`src/rtl/cpu_exec_ctrl_if.sv`:
```
// Bus bundle between the execution controller and its environment.
// The environment offers instructions and runs the ALU.
// The controller issues ALU work and reports status.
interface cpu_exec_ctrl_if;
    logic        instr_valid;
    logic [15:0] instr;
    logic        instr_ready;
    logic        alu_start;
    logic [2:0]  alu_opcode;
    logic [15:0] alu_a;
    logic [15:0] alu_b;
    logic [15:0] alu_result;
    logic        alu_done;
    logic [1:0]  rd_addr;
    logic [15:0] rd_data;
    logic        busy;
    logic        retired;
    logic        illegal;
    logic        timeout;

    modport master (
        output instr_valid, instr, alu_result, alu_done, rd_addr,
        input  instr_ready, alu_start, alu_opcode, alu_a, alu_b,
               rd_data, busy, retired, illegal, timeout
    );

    modport slave (
        input  instr_valid, instr, alu_result, alu_done, rd_addr,
        output instr_ready, alu_start, alu_opcode, alu_a, alu_b,
               rd_data, busy, retired, illegal, timeout
    );
endinterface

```
`src/rtl/cpu_exec_ctrl.sv`:
```
// Execution controller for a tiny four-register CPU.
// ALU ops go out through a start/done handshake with a watchdog.
// LOADI completes immediately, and illegal opcodes are flagged.
module cpu_exec_ctrl #(
    parameter int TIMEOUT = 64
) (
    input logic           clk,
    input logic           reset,
    cpu_exec_ctrl_if.slave bus
);
    localparam int CW = (TIMEOUT > 1) ? $clog2(TIMEOUT) : 1;
    localparam logic [CW-1:0] CNT_LAST = CW'(TIMEOUT - 1);

    typedef enum logic [1:0] {S_IDLE, S_ISSUE, S_WAIT} state_t;

    state_t state;
    state_t next_state;

    logic signed [15:0] regs [4];
    logic [2:0]         op_q;
    logic [1:0]         rd_q;
    logic [15:0]        a_q;
    logic [15:0]        b_q;
    logic [CW-1:0]      cnt;
    logic               retired_q;
    logic               illegal_q;
    logic               timeout_q;

    logic        accept;
    logic        active;
    logic        expired;
    logic [2:0]  op;
    logic [1:0]  rd;
    logic [1:0]  rs1;
    logic [1:0]  rs2;
    logic [10:0] imm;

    assign op  = bus.instr[15:13];
    assign rd  = bus.instr[12:11];
    assign rs1 = bus.instr[10:9];
    assign rs2 = bus.instr[8:7];
    assign imm = bus.instr[10:0];

    assign accept  = bus.instr_valid && (state == S_IDLE);
    assign active  = (state != S_IDLE);
    assign expired = (cnt == CNT_LAST);

    assign bus.instr_ready = (state == S_IDLE);
    assign bus.busy        = active;
    assign bus.alu_start   = (state == S_ISSUE);
    assign bus.alu_opcode  = active ? op_q : 3'd0;
    assign bus.alu_a       = active ? a_q  : 16'd0;
    assign bus.alu_b       = active ? b_q  : 16'd0;
    assign bus.rd_data     = regs[bus.rd_addr];
    assign bus.retired     = retired_q;
    assign bus.illegal     = illegal_q;
    assign bus.timeout     = timeout_q;

    // State register; reset abandons any in-flight ALU operation.
    always_ff @(posedge clk) begin
        if (!reset) state <= S_IDLE;
        else        state <= next_state;
    end

    // Next-state logic: only ALU opcodes leave IDLE; done beats expiry in WAIT.
    always_comb begin
        next_state = state;
        case (state)
            S_IDLE:  if (accept && !op[2]) next_state = S_ISSUE;
            S_ISSUE: next_state = S_WAIT;
            S_WAIT:  if (bus.alu_done || expired) next_state = S_IDLE;
            default: next_state = S_IDLE;
        endcase
    end

    // Datapath: operand capture, register writeback, watchdog count and status pulses.
    always_ff @(posedge clk) begin
        if (!reset) begin
            for (int i = 0; i < 4; i++) regs[i] <= '0;
            op_q      <= '0;
            rd_q      <= '0;
            a_q       <= '0;
            b_q       <= '0;
            cnt       <= '0;
            retired_q <= 1'b0;
            illegal_q <= 1'b0;
            timeout_q <= 1'b0;
        end else begin
            retired_q <= 1'b0;
            illegal_q <= 1'b0;
            timeout_q <= 1'b0;
            case (state)
                S_IDLE: begin
                    if (accept) begin
                        op_q <= op;
                        rd_q <= rd;
                        a_q  <= regs[rs1];
                        b_q  <= regs[rs2];
                        if (op == 3'b100) begin
                            regs[rd]  <= {{5{imm[10]}}, imm};
                            retired_q <= 1'b1;
                        end else if (op[2]) begin
                            illegal_q <= 1'b1;
                        end
                    end
                end
                S_ISSUE: cnt <= '0;
                S_WAIT: begin
                    if (bus.alu_done) begin
                        regs[rd_q] <= bus.alu_result;
                        retired_q  <= 1'b1;
                    end else if (expired) begin
                        timeout_q <= 1'b1;
                    end else begin
                        cnt <= cnt + 1'b1;
                    end
                end
                default: ;
            endcase
        end
    end
endmodule

```
`src/flat_wrapper.sv`:
```
// flat-port wrapper written by rule: the top's interface ports become plain ports
module cpu_exec_ctrl_flat 
#(
    parameter int TIMEOUT = 64
)
  (clk, reset, bus_instr_valid, bus_instr, bus_alu_result, bus_alu_done, bus_rd_addr, bus_instr_ready, bus_alu_start, bus_alu_opcode, bus_alu_a, bus_alu_b, bus_rd_data, bus_busy, bus_retired, bus_illegal, bus_timeout);
  cpu_exec_ctrl_if bus_i ();
  input logic clk;
  input logic reset;
  input wire logic [$bits(bus_i.instr_valid)-1:0] bus_instr_valid;
  input wire logic [$bits(bus_i.instr)-1:0] bus_instr;
  input wire logic [$bits(bus_i.alu_result)-1:0] bus_alu_result;
  input wire logic [$bits(bus_i.alu_done)-1:0] bus_alu_done;
  input wire logic [$bits(bus_i.rd_addr)-1:0] bus_rd_addr;
  output wire logic [$bits(bus_i.instr_ready)-1:0] bus_instr_ready;
  output wire logic [$bits(bus_i.alu_start)-1:0] bus_alu_start;
  output wire logic [$bits(bus_i.alu_opcode)-1:0] bus_alu_opcode;
  output wire logic [$bits(bus_i.alu_a)-1:0] bus_alu_a;
  output wire logic [$bits(bus_i.alu_b)-1:0] bus_alu_b;
  output wire logic [$bits(bus_i.rd_data)-1:0] bus_rd_data;
  output wire logic [$bits(bus_i.busy)-1:0] bus_busy;
  output wire logic [$bits(bus_i.retired)-1:0] bus_retired;
  output wire logic [$bits(bus_i.illegal)-1:0] bus_illegal;
  output wire logic [$bits(bus_i.timeout)-1:0] bus_timeout;
  assign bus_i.instr_valid = bus_instr_valid;
  assign bus_i.instr = bus_instr;
  assign bus_i.alu_result = bus_alu_result;
  assign bus_i.alu_done = bus_alu_done;
  assign bus_i.rd_addr = bus_rd_addr;
  assign bus_instr_ready = bus_i.instr_ready;
  assign bus_alu_start = bus_i.alu_start;
  assign bus_alu_opcode = bus_i.alu_opcode;
  assign bus_alu_a = bus_i.alu_a;
  assign bus_alu_b = bus_i.alu_b;
  assign bus_rd_data = bus_i.rd_data;
  assign bus_busy = bus_i.busy;
  assign bus_retired = bus_i.retired;
  assign bus_illegal = bus_i.illegal;
  assign bus_timeout = bus_i.timeout;
  cpu_exec_ctrl #(.TIMEOUT(TIMEOUT)) u_core (.clk(clk), .reset(reset), .bus(bus_i));
endmodule
```
`config.mk`:
```
export PLATFORM = sky130hd
export DESIGN_NAME = cpu_exec_ctrl_flat
export DESIGN_NICKNAME = d
export VERILOG_FILES = /design/src/rtl/cpu_exec_ctrl_if.sv /design/src/rtl/cpu_exec_ctrl.sv /design/src/flat_wrapper.sv
export SDC_FILE = /design/constraint.sdc
export NUM_CORES = 1
export LEC_CHECK = 0
export CAP_MARGIN = 15
export CORE_AREA = 4 4 139 115
export CTS_CLUSTER_SIZE = 16
export DETAILED_ROUTE_END_ITERATION = 6
export DIE_AREA = 0 0 143 119
export PLACE_DENSITY = 0.63
export SYNTH_ARGS = -nofsm -noshare
export SYNTH_HDL_FRONTEND = slang
export SYNTH_SLANG_ARGS = --single-unit
```
`constraint.sdc`:
```
create_clock -name clk -period 3.7 [get_ports clk]
set_input_delay 0.37 -clock clk [delete_from_list [all_inputs] [get_ports clk]]
set_output_delay 0.37 -clock clk [all_outputs]
set_load 0.01 [all_outputs]
```
Word level (Yosys, flattened, before mapping). Memory sizes are Yosys's and may differ from the RTL's. A register that Yosys moved wholly into a read port is not among the register bits. Cells that the tools add are included.

Reduce and logical (&&, ||, !) cells: 16. Bitwise operators: 4. Equal/unequal tests: 8. Add/subtract/negate cells: 1. Multiplexer cells: 28.

Operators with widths (number): $mux W16 (4); $reduce_or A16 Y1 (2); $mux W1 (14); $mux W6 (2); $pmux W6 S2 (1); $mux W2 (4); $add A6 B1 Y6 const B (1); $eq A6 B6 Y1 const B (1); $pmux W2 S3 (1); $ne A2 B1 Y1 const B (2); $ne A2 B2 Y1 const B (2); $not A1 Y1 (4); $reduce_and A2 Y1 (2); $reduce_bool A2 Y1 (2); $reduce_or A4 Y1 (1); $eq A3 B3 Y1 const B (1); $logic_not A1 Y1 (3); $mux W3 (1); $reduce_and A3 Y1 (1); $reduce_or A3 Y1 (1); $eq A2 B1 Y1 const B (1); $eq A2 B2 Y1 const B (1); $logic_and A1 B1 Y1 (2); $logic_not A2 Y1 (1); 2 further kinds (2).

Memories kept: 1. RAM bits: 64. Register bits: 16. Bits of input ports: 38. Logic and storage cells: 65. Output and inout port bits: 57.

Memory list: u_core.regs (words 4, bits a word 16, rd ports 3, clocked after Yosys merged registers in 2, write ports 4, line cpu_exec_ctrl.sv:19) `logic signed [15:0] regs [4];`.

Longest topological paths before layout. Gate-level depths: netlist (run 1).

Word-level depth: 9. Depth in mapped cells: 7. Mapped depth without buffers: 5.

Worst setup path before layout (run 1). No wires, ideal clock.

Kind: input to register. Start point: in bus_instr[13]. End point: mem u_core.regs[3][0] (enable). Stages: 4. Required time: 3286 ps. Library setup time: 414 ps. Path buffers: 1. Setup slack: 903 ps. Arrival: 2383 ps. Cell sequence: or2_1 buf_4 o311ai_1 a21boi_0.

RTL lines: start, declared (line flat_wrapper.sv:11) `input wire logic [$bits(bus_i.instr)-1:0] bus_instr;`; end, declared (line cpu_exec_ctrl.sv:19).

Worst setup path after layout (run 1).
Start point: in bus_rd_addr[1]. End point: out bus_rd_data[1].

Cells in the longest elaborated chain, start to end: 1.

Ends and longest elaborated chain: start, declared (line flat_wrapper.sv:14) `input wire logic [$bits(bus_i.rd_addr)-1:0] bus_rd_addr;`; $mem_v2 Z4 W16; end, declared (line flat_wrapper.sv:20) `output wire logic [$bits(bus_i.rd_data)-1:0] bus_rd_data;`.

Every way passes these cells.

==> out/results.tsv, run 1 <==
stage	metric	value	unit
outcome	outcome	completed	
placed_design	postPlaceCellArea	6838	um^2
detailed_routing	drtIter0Drc	392	
synthesis	syn_nets	544	
detailed_routing	drc	0	
critical_path	crit_family	buffers and inverters	
placed_design	dpl.cell_count	759	
die	initial_utilization	0.3916	
detailed_routing	vias	4191	
critical_path	crit_chain	clkdlybuf4s50_1 > buf_4 > mux4_2 > clkdlybuf4s50_1	
synthesis	ys_ff_latch	112	
sta	finalMaxSlewViolations	0	
detailed_routing	finalWirelength	14930	um
min_path	hold_path_class	register to register	
critical_path	cp_data_required_time	3.33	ns
sta	setup_viol	0	
synthesis	synth_area_per_cell	11.37	um^2
sta	fmaxAchievable	373.3	MHz
sta	relSlewSlack	0.3917	
die	ios	95	
clock_network	cts_num_sinks	112	
clock_network	cts.htree.levels	3	
sta	final.setup.tns	0	ns
critical_path	r2r-end	u_core.regs[0][10]	
critical_path	critical_path_depth	4	
detailed_routing	drt_first_pass_iters	5	
synthesis	post_synth_instance_area	5743	um^2
clock_network	cts_buffer_depth	2	
critical_path	crit_slowest_cell	clkdlybuf4s50_1	
grt	grt_first_pass_wirelength	23750	um
synthesis	synth_area_leaders	edfxtp_1 33%, mux4_2 19%, dfxtp_1 17%	
cells_and_area	final_cells	775	
placed_design	port_buffers	94	
die	fp.dieW	143	um
cells_and_area	design_area	7134	um^2
min_path	hold-path-endpoint	u_core.a_q[9]	
clock_network	holdBufCountCts	0	
critical_path	critPathMaxFanout	9	
min_path	holdPathStages	2	
cells_and_area	fillers	1309	
sta	fin_ws	1.021	ns
detailed_routing	avgViaCountPerCell	5.408	
min_path	min_from	u_core.a_q[9]	
power	vdd_ir_drop_max	282.5	uV
grt	grt_usage	0.1822	
clock_network	numCtsBuffers	9	
critical_path	max_stage_delay	0.77	ns
die	row_count	40	
placed_design	place.gp.congestion	0.8087	
critical_path	worstSetupStartpointType	input port	
critical_path	worst-r2r-setup-slack	1.20	ns
grt	grt_overflow	0	
cells_and_area	layout-drive-gt1-share	0.1621	
detailed_routing	wl_per_cell	19.26	um
power	p_leak	2.352	nW
critical_path	reg2reg_depth	4	
synthesis	synth_cells	505	
sta	hold_viol_final	0	
grt	grt_start_max_net_pins	59	
sta	fin_worst_skew	0.01155	ns
flow_run	max-cap-violations	0	
die	die-area	17020	um^2
sta	fin_crit	2.679	ns
grt	grt_pass1_vias	4178	
synthesis	synth-edff-count	64	
critical_path	worstReg2RegStart	u_core.state[1]	
power	power_density	389.4	nW/um^2
cells_and_area	num_antenna_cells	0	
detailed_routing	ant_nets	0	
sta	fin_crit_sh	0.7240	
clock_network	cts_setup_buffers	0	
grt	antenna_found_initial	0	
synthesis	ys.flop_type	edfxtp_1	
synthesis	yosysSeqAreaShare	0.5020	
clock_network	cts_root_buf	clkbuf_16	
critical_path	cp_common_cell	clkdlybuf4s50_1	
placed_design	hpwlAfterDp	10070	um
synthesis	yosysUniqueCellTypes	49	
clock_network	cts.repair.resized	0	
sta	rsz0062_at_grt	false	
critical_path	path_class	input port to primary output	
cells_and_area	nets	620	
cells_and_area	area_delta_synth_final	24.23	%
synthesis	ys_warn_count	0	
synthesis	async_reset_ff_frac	0	
critical_path	cp_num_buf_inv	3	
clock_network	path_clk_slew	0.07	ns
die	die_h	119	um
clock_network	clock_latency	0.35	ns
synthesis	yosys.area.top_type_share	0.3346	
synthesis	yosys.area.top_type	edfxtp_1	
critical_path	cp-end-kind	primary output	
critical_path	crit_arrival	2.31	ns
sta	tightestPinTransition	0.9096	ns
clock_network	cts_tree	yes	
die	core	14660	um^2
placed_design	post-place-ws	0.9073	ns
==> kinds of logic after synthesis <==
kind of cell | Yosys count | synth area share
multiplexers | 49 | 0.1900
AO/OA/AOI/OAI | 72 | 0.08214
adder cells (fa/ha/maj) | 1 | 0.002178
buffers and inverters | 49 | 0.03704
AND/OR/NAND/NOR | 222 | 0.1867
flip-flops | 112 | 0.5020
==> metrics by stage <==
| step | utilization | hold WS, ns | power [mW] |
|---|---|---|---|
| floorplan | - | 0.4318 | 1.655 |
| global route | 0.4865 | 0.4674 | 2.883 |
| finish | 0.4865 | 0.4517 | 2.778 |
| CTS | 0.4865 | 0.4530 | 2.802 |
| detailed placement | 0.4663 | 0.4431 | 1.827 |
| global placement | 0.4663 | 0.4416 | 1.819 |
==> synth_stat cells (all sizes together) (2+ instances only) <==
cell,instances
clkbuf,28
mux4,48
o221ai,2
nor2,74
o22ai,2
nor2b,41
nand2,84
buf,15
a31oi,3
a22oi,10
nand3,4
inv,6
edfxtp,64
o32ai,2
and2,2
dfxtp,48
a21oi,43
nor3,2
nand2b,3
nand4bb,2
or2,2
a41oi,2
==> layout by cell type, fill, tap and decap left out, drive strengths merged, types with 2 or more instances in the layout <==
cell / count
clkinvlp: 4
o22ai: 2
o221ai: 2
mux4: 48
a21oi: 43
nand2: 84
o32ai: 2
a41oi: 2
dfxtp: 48
and2: 2
clkdlybuf4s50: 94
edfxtp: 64
nor3: 2
a22oi: 10
nand3: 4
or2: 2
nand4bb: 2
buf: 14
nand2b: 3
nor2: 74
nor2b: 41
inv: 7
clkbuf: 9
a31oi: 3
==> where the power goes <==
group | leakage [nW] | switching [mW] | internal [mW]
logic | 1.17 | 0.194 | 0.193
clock network | 0.134 | 0.457 | 0.525
registers | 1.05 | 0.0374 | 1.37
==> metal layers <==
layer	global-route usage	vias up	share of wire
met4	0.04394	0	0.0092
met3	0.03854	7	0.079
met5	0	-	0
li1	-	1970	-
met1	0.2767	2023	0.47
met2	0.2670	191	0.44
==> worst max-delay path by stage <==
stage	startpoint	to
after floorplan	bus_instr[13]	u_core.regs[3][0]
after global placement	bus_instr[13]	u_core.regs[1][9]
after detailed placement	bus_instr[13]	u_core.regs[2][12]
after CTS	bus_rd_addr[1]	bus_rd_data[1]
after global routing	u_core.state[1]	bus_alu_b[14]
final	bus_rd_addr[1]	bus_rd_data[1]
==> worst min-delay path, cell delays in order (launching register included) <==
cell     delay [ns]
dfxtp_1        0.31
nand2_1        0.05
a21oi_1        0.05
==> flip-flops by register name, summed over array words and instances (netlist names) <==
signal,count
u_core.a_q,16
u_core.b_q,16
u_core.bus.illegal,1
u_core.bus.retired,1
u_core.bus.timeout,1
u_core.cnt,6
u_core.op_q,3
u_core.rd_q,2
u_core.regs,64
u_core.state,2
==> layout make-up <==
cell class / instances / area (um^2) / area share
Timing Repair Buffer: 108 / 1046 / 0.1466
Inverter: 6 / 22.52 / 0.003157
Clock buffer: 9 / 225.2 / 0.03157
Tap cell: 189 / 236.5 / 0.03315
Clock inverter: 7 / 71.32 / 0.009996
Sequential cell: 112 / 2883 / 0.4041
Multi-Input combinational cell: 344 / 2650 / 0.3714
No activity file was read; power rests on OpenSTA's default activity.
==> run 2, diff against run 1 <==
==> constraint.sdc (replaced) <==
create_clock -name clk -period 2.7 [get_ports clk]
set_input_delay 0.27 -clock clk [delete_from_list [all_inputs] [get_ports clk]]
set_output_delay 0.27 -clock clk [all_outputs]
set_load 0.01 [all_outputs]
==> out/results.tsv, run 2 (synthesized netlist as in run 1, its figures left out) <==
stage	metric	value	unit	change
die	core	14660	um^2	unchanged
sta	final.setup.tns	0	ns	unchanged
cells_and_area	fillers	1316		was 1309
clock_network	cts_buffer_depth	2		unchanged
clock_network	holdBufCountCts	0		unchanged
critical_path	worstSetupStartpointType	register		was input port
detailed_routing	drtIter0Drc	393		was 392
critical_path	path_class	register to primary output		was input port to primary output
cells_and_area	design_area	7271	um^2	was 7134 um^2
grt	grt_pass1_vias	4265		was 4178
power	vdd_ir_drop_max	365.9	uV	was 282.5 uV
grt	antenna_found_initial	0		unchanged
critical_path	cp-end-kind	primary output		unchanged
critical_path	max_stage_delay	0.57	ns	was 0.77 ns
outcome	outcome	completed		unchanged
die	initial_utilization	0.3916		unchanged
grt	grt_usage	0.1822		about the same
critical_path	cp_data_required_time	2.43	ns	was 3.33 ns
cells_and_area	layout_top_registers	u_core.regs x64, u_core.a_q x16, u_core.b_q x16		unchanged
placed_design	postPlaceCellArea	6950	um^2	was 6838 um^2
power	p_leak	2.435	nW	was 2.352 nW
detailed_routing	wl_per_cell	19.10	um	was 19.26 um
cells_and_area	final_cells	785		was 775
grt	grt_first_pass_wirelength	23500	um	was 23750 um
power	switching_power	0.9318	mW	was 0.6878 mW
sta	rsz0062_at_grt	false		unchanged
cells_and_area	top_register	u_core.regs		unchanged
detailed_routing	drc	0		unchanged
cells_and_area	layout-drive-gt1-share	0.1745		was 0.1621
sta	tightestPinTransition	1.170	ns	was 0.9096 ns
grt	grt_start_max_net_pins	59		unchanged
detailed_routing	ant_nets	0		unchanged
sta	relSlewSlack	0.2173		was 0.3917
min_path	hold_path_class	register to register		unchanged
cells_and_area	area_delta_synth_final	26.60	%	was 24.23%
power	total_power	3.911	mW	was 2.778 mW
sta	fmaxAchievable	428.4	MHz	
clock_network	cts_root_buf	clkbuf_16		unchanged
sta	hold_viol_final	0		unchanged
sta	fin_crit_sh	0.8646		
critical_path	crit_slowest_cell	clkdlybuf4s50_1		unchanged
placed_design	hpwlAfterDp	10240	um	was 10070 um
die	die_h	119	um	unchanged
power	clkPwrFrac	0.366		was 0.353
clock_network	clock_latency	0.36	ns	was 0.35 ns
cells_and_area	final_cell_mix	94 x clkdlybuf4s50_1, 84 x nand2_1, 64 x edfxtp_1		unchanged
sta	finalMaxSlewViolations	0		unchanged
clock_network	cts_setup_buffers	0		unchanged
clock_network	numCtsBuffers	9		unchanged
power	swShare	0.2383		was 0.2476
cells_and_area	nets	630		was 620
power	power_density	537.9	nW/um^2	was 389.4 nW/um^2
die	die-area	17020	um^2	unchanged
grt	grt_overflow	0		unchanged
detailed_routing	finalWirelength	14990	um	was 14930 um
critical_path	cp_num_buf_inv	3		unchanged
power	p_int	2.979	mW	was 2.091 mW
sta	fin_worst_skew	0.01066	ns	was 0.01155 ns
die	ios	95		unchanged
cells_and_area	layout_commonest_cell	clkdlybuf4s50_1		unchanged
die	row_count	40		unchanged
clock_network	cts.htree.levels	3		unchanged
critical_path	critPathMaxFanout	21		was 9
power	pwr-share-comb	0.142		was 0.139
detailed_routing	vias	4259		was 4191
placed_design	port_buffers	94		unchanged
clock_network	cts_num_sinks	112		unchanged
placed_design	place.gp.congestion	0.8181		was 0.8087
sta	setup_viol	0		unchanged
die	fp.dieW	143	um	unchanged
cells_and_area	largest_register_ffs	64		unchanged
clock_network	path_clk_slew	0.07	ns	about the same
critical_path	crit_family	buffers and inverters		unchanged
power	power_frac_seq	0.493		was 0.507
critical_path	crit_arrival	2.06	ns	was 2.31 ns
sta	hold_slack	0.4519	ns	was 0.4517 ns
critical_path	cp_common_cell	buf_4		was clkdlybuf4s50_1
critical_path	crit_chain	buf_4 > nor2_2 > buf_4 > clkdlybuf4s50_1		was clkdlybuf4s50_1 > buf_4 > mux4_2 > clkdlybuf4s50_1
detailed_routing	drt_first_pass_iters	5		unchanged
flow_run	max-cap-violations	0		unchanged
sta	fin_crit	2.334	ns	
clock_network	cts_tree	yes		unchanged
cells_and_area	num_antenna_cells	0		unchanged
clock_network	cts.repair.resized	0		unchanged
placed_design	dpl.cell_count	769		was 759
detailed_routing	avgViaCountPerCell	5.425		was 5.408
-- run 2: routing by layer --
metal | GRT usage | wire length, um | vias to the layer above
met3 | 0.04777 | 1273 | 21
met4 | 0.05641 | 326 | 0
met2 | 0.2658 | 6682 | 179
met5 | 0 | 0 | -
met1 | 0.2660 | 6707 | 2067
li1 | - | - | 1992
-- run 2: path summary, 6_finish.rpt --
| check | startpoint | endpoint | slack (ns) | depth (start not counted) |
|---|---|---|---|---|
| worst max-delay path | u_core.state[0] | bus_instr_ready | 0.37 | 4 |
| worst min-delay path | u_core.a_q[12] | u_core.a_q[12] | 0.45 | 2 |
| worst max register to register | u_core.state[1] | u_core.regs[3][5] | 0.46 | 4 |
| worst min register to register | u_core.a_q[12] | u_core.a_q[12] | 0.45 | 2 |
-- run 2: worst register-to-register path, delay by kind of cell, from the launching register on --
family	cells	cell delay (ns)
compound gates	1	0.39
simple gates	3	1.34
flops	1	0.37
-- run 2: layout make-up --
type | count | area (um^2) | share of cell area
tap | 189 | 236.5 | 0.03252
inverter | 6 | 22.52 | 0.003098
timing repair buffer | 118 | 1159 | 0.1594
clock buffer | 10 | 229.0 | 0.03149
clock inverter | 6 | 91.34 | 0.01256
multi-input combinational | 344 | 2650 | 0.3645
sequential | 112 | 2883 | 0.3965
-- run 2: through the flow --
step,setup WS (ns),util
after global routing,0.2101,0.4958
after floorplan,0.3810,-
after detailed placement,0.1040,0.4740
final,0.3656,0.4958
after global placement,0.1458,0.4740
after CTS,0.3376,0.4958
-- run 2: power by group through the flow --
stage	Sequential (mW)	Clock [mW]	Combinational, mW
after floorplan	1.95	0	0.318
after global placement	1.96	0	0.556
after detailed placement	1.97	0	0.555
after CTS	1.93	1.46	0.558
after global routing	1.94	1.53	0.597
final	1.93	1.43	0.554
==> run 3, diff against run 2 <==
--- a/config.mk
+++ b/config.mk
@@ -7,9 +7,10 @@
 export LEC_CHECK = 0
 export CAP_MARGIN = 15
 export CORE_AREA = 4 4 139 115
-export CTS_CLUSTER_SIZE = 16
+export CTS_CLUSTER_SIZE = 20
 export DETAILED_ROUTE_END_ITERATION = 6
 export DIE_AREA = 0 0 143 119
+export HOLD_SLACK_MARGIN = 0.05
 export PLACE_DENSITY = 0.63
 export SYNTH_ARGS = -nofsm -noshare
 export SYNTH_HDL_FRONTEND = slang
==> results of run 3 <==
Final layout, timing and power as in run 2 (identical DEF).
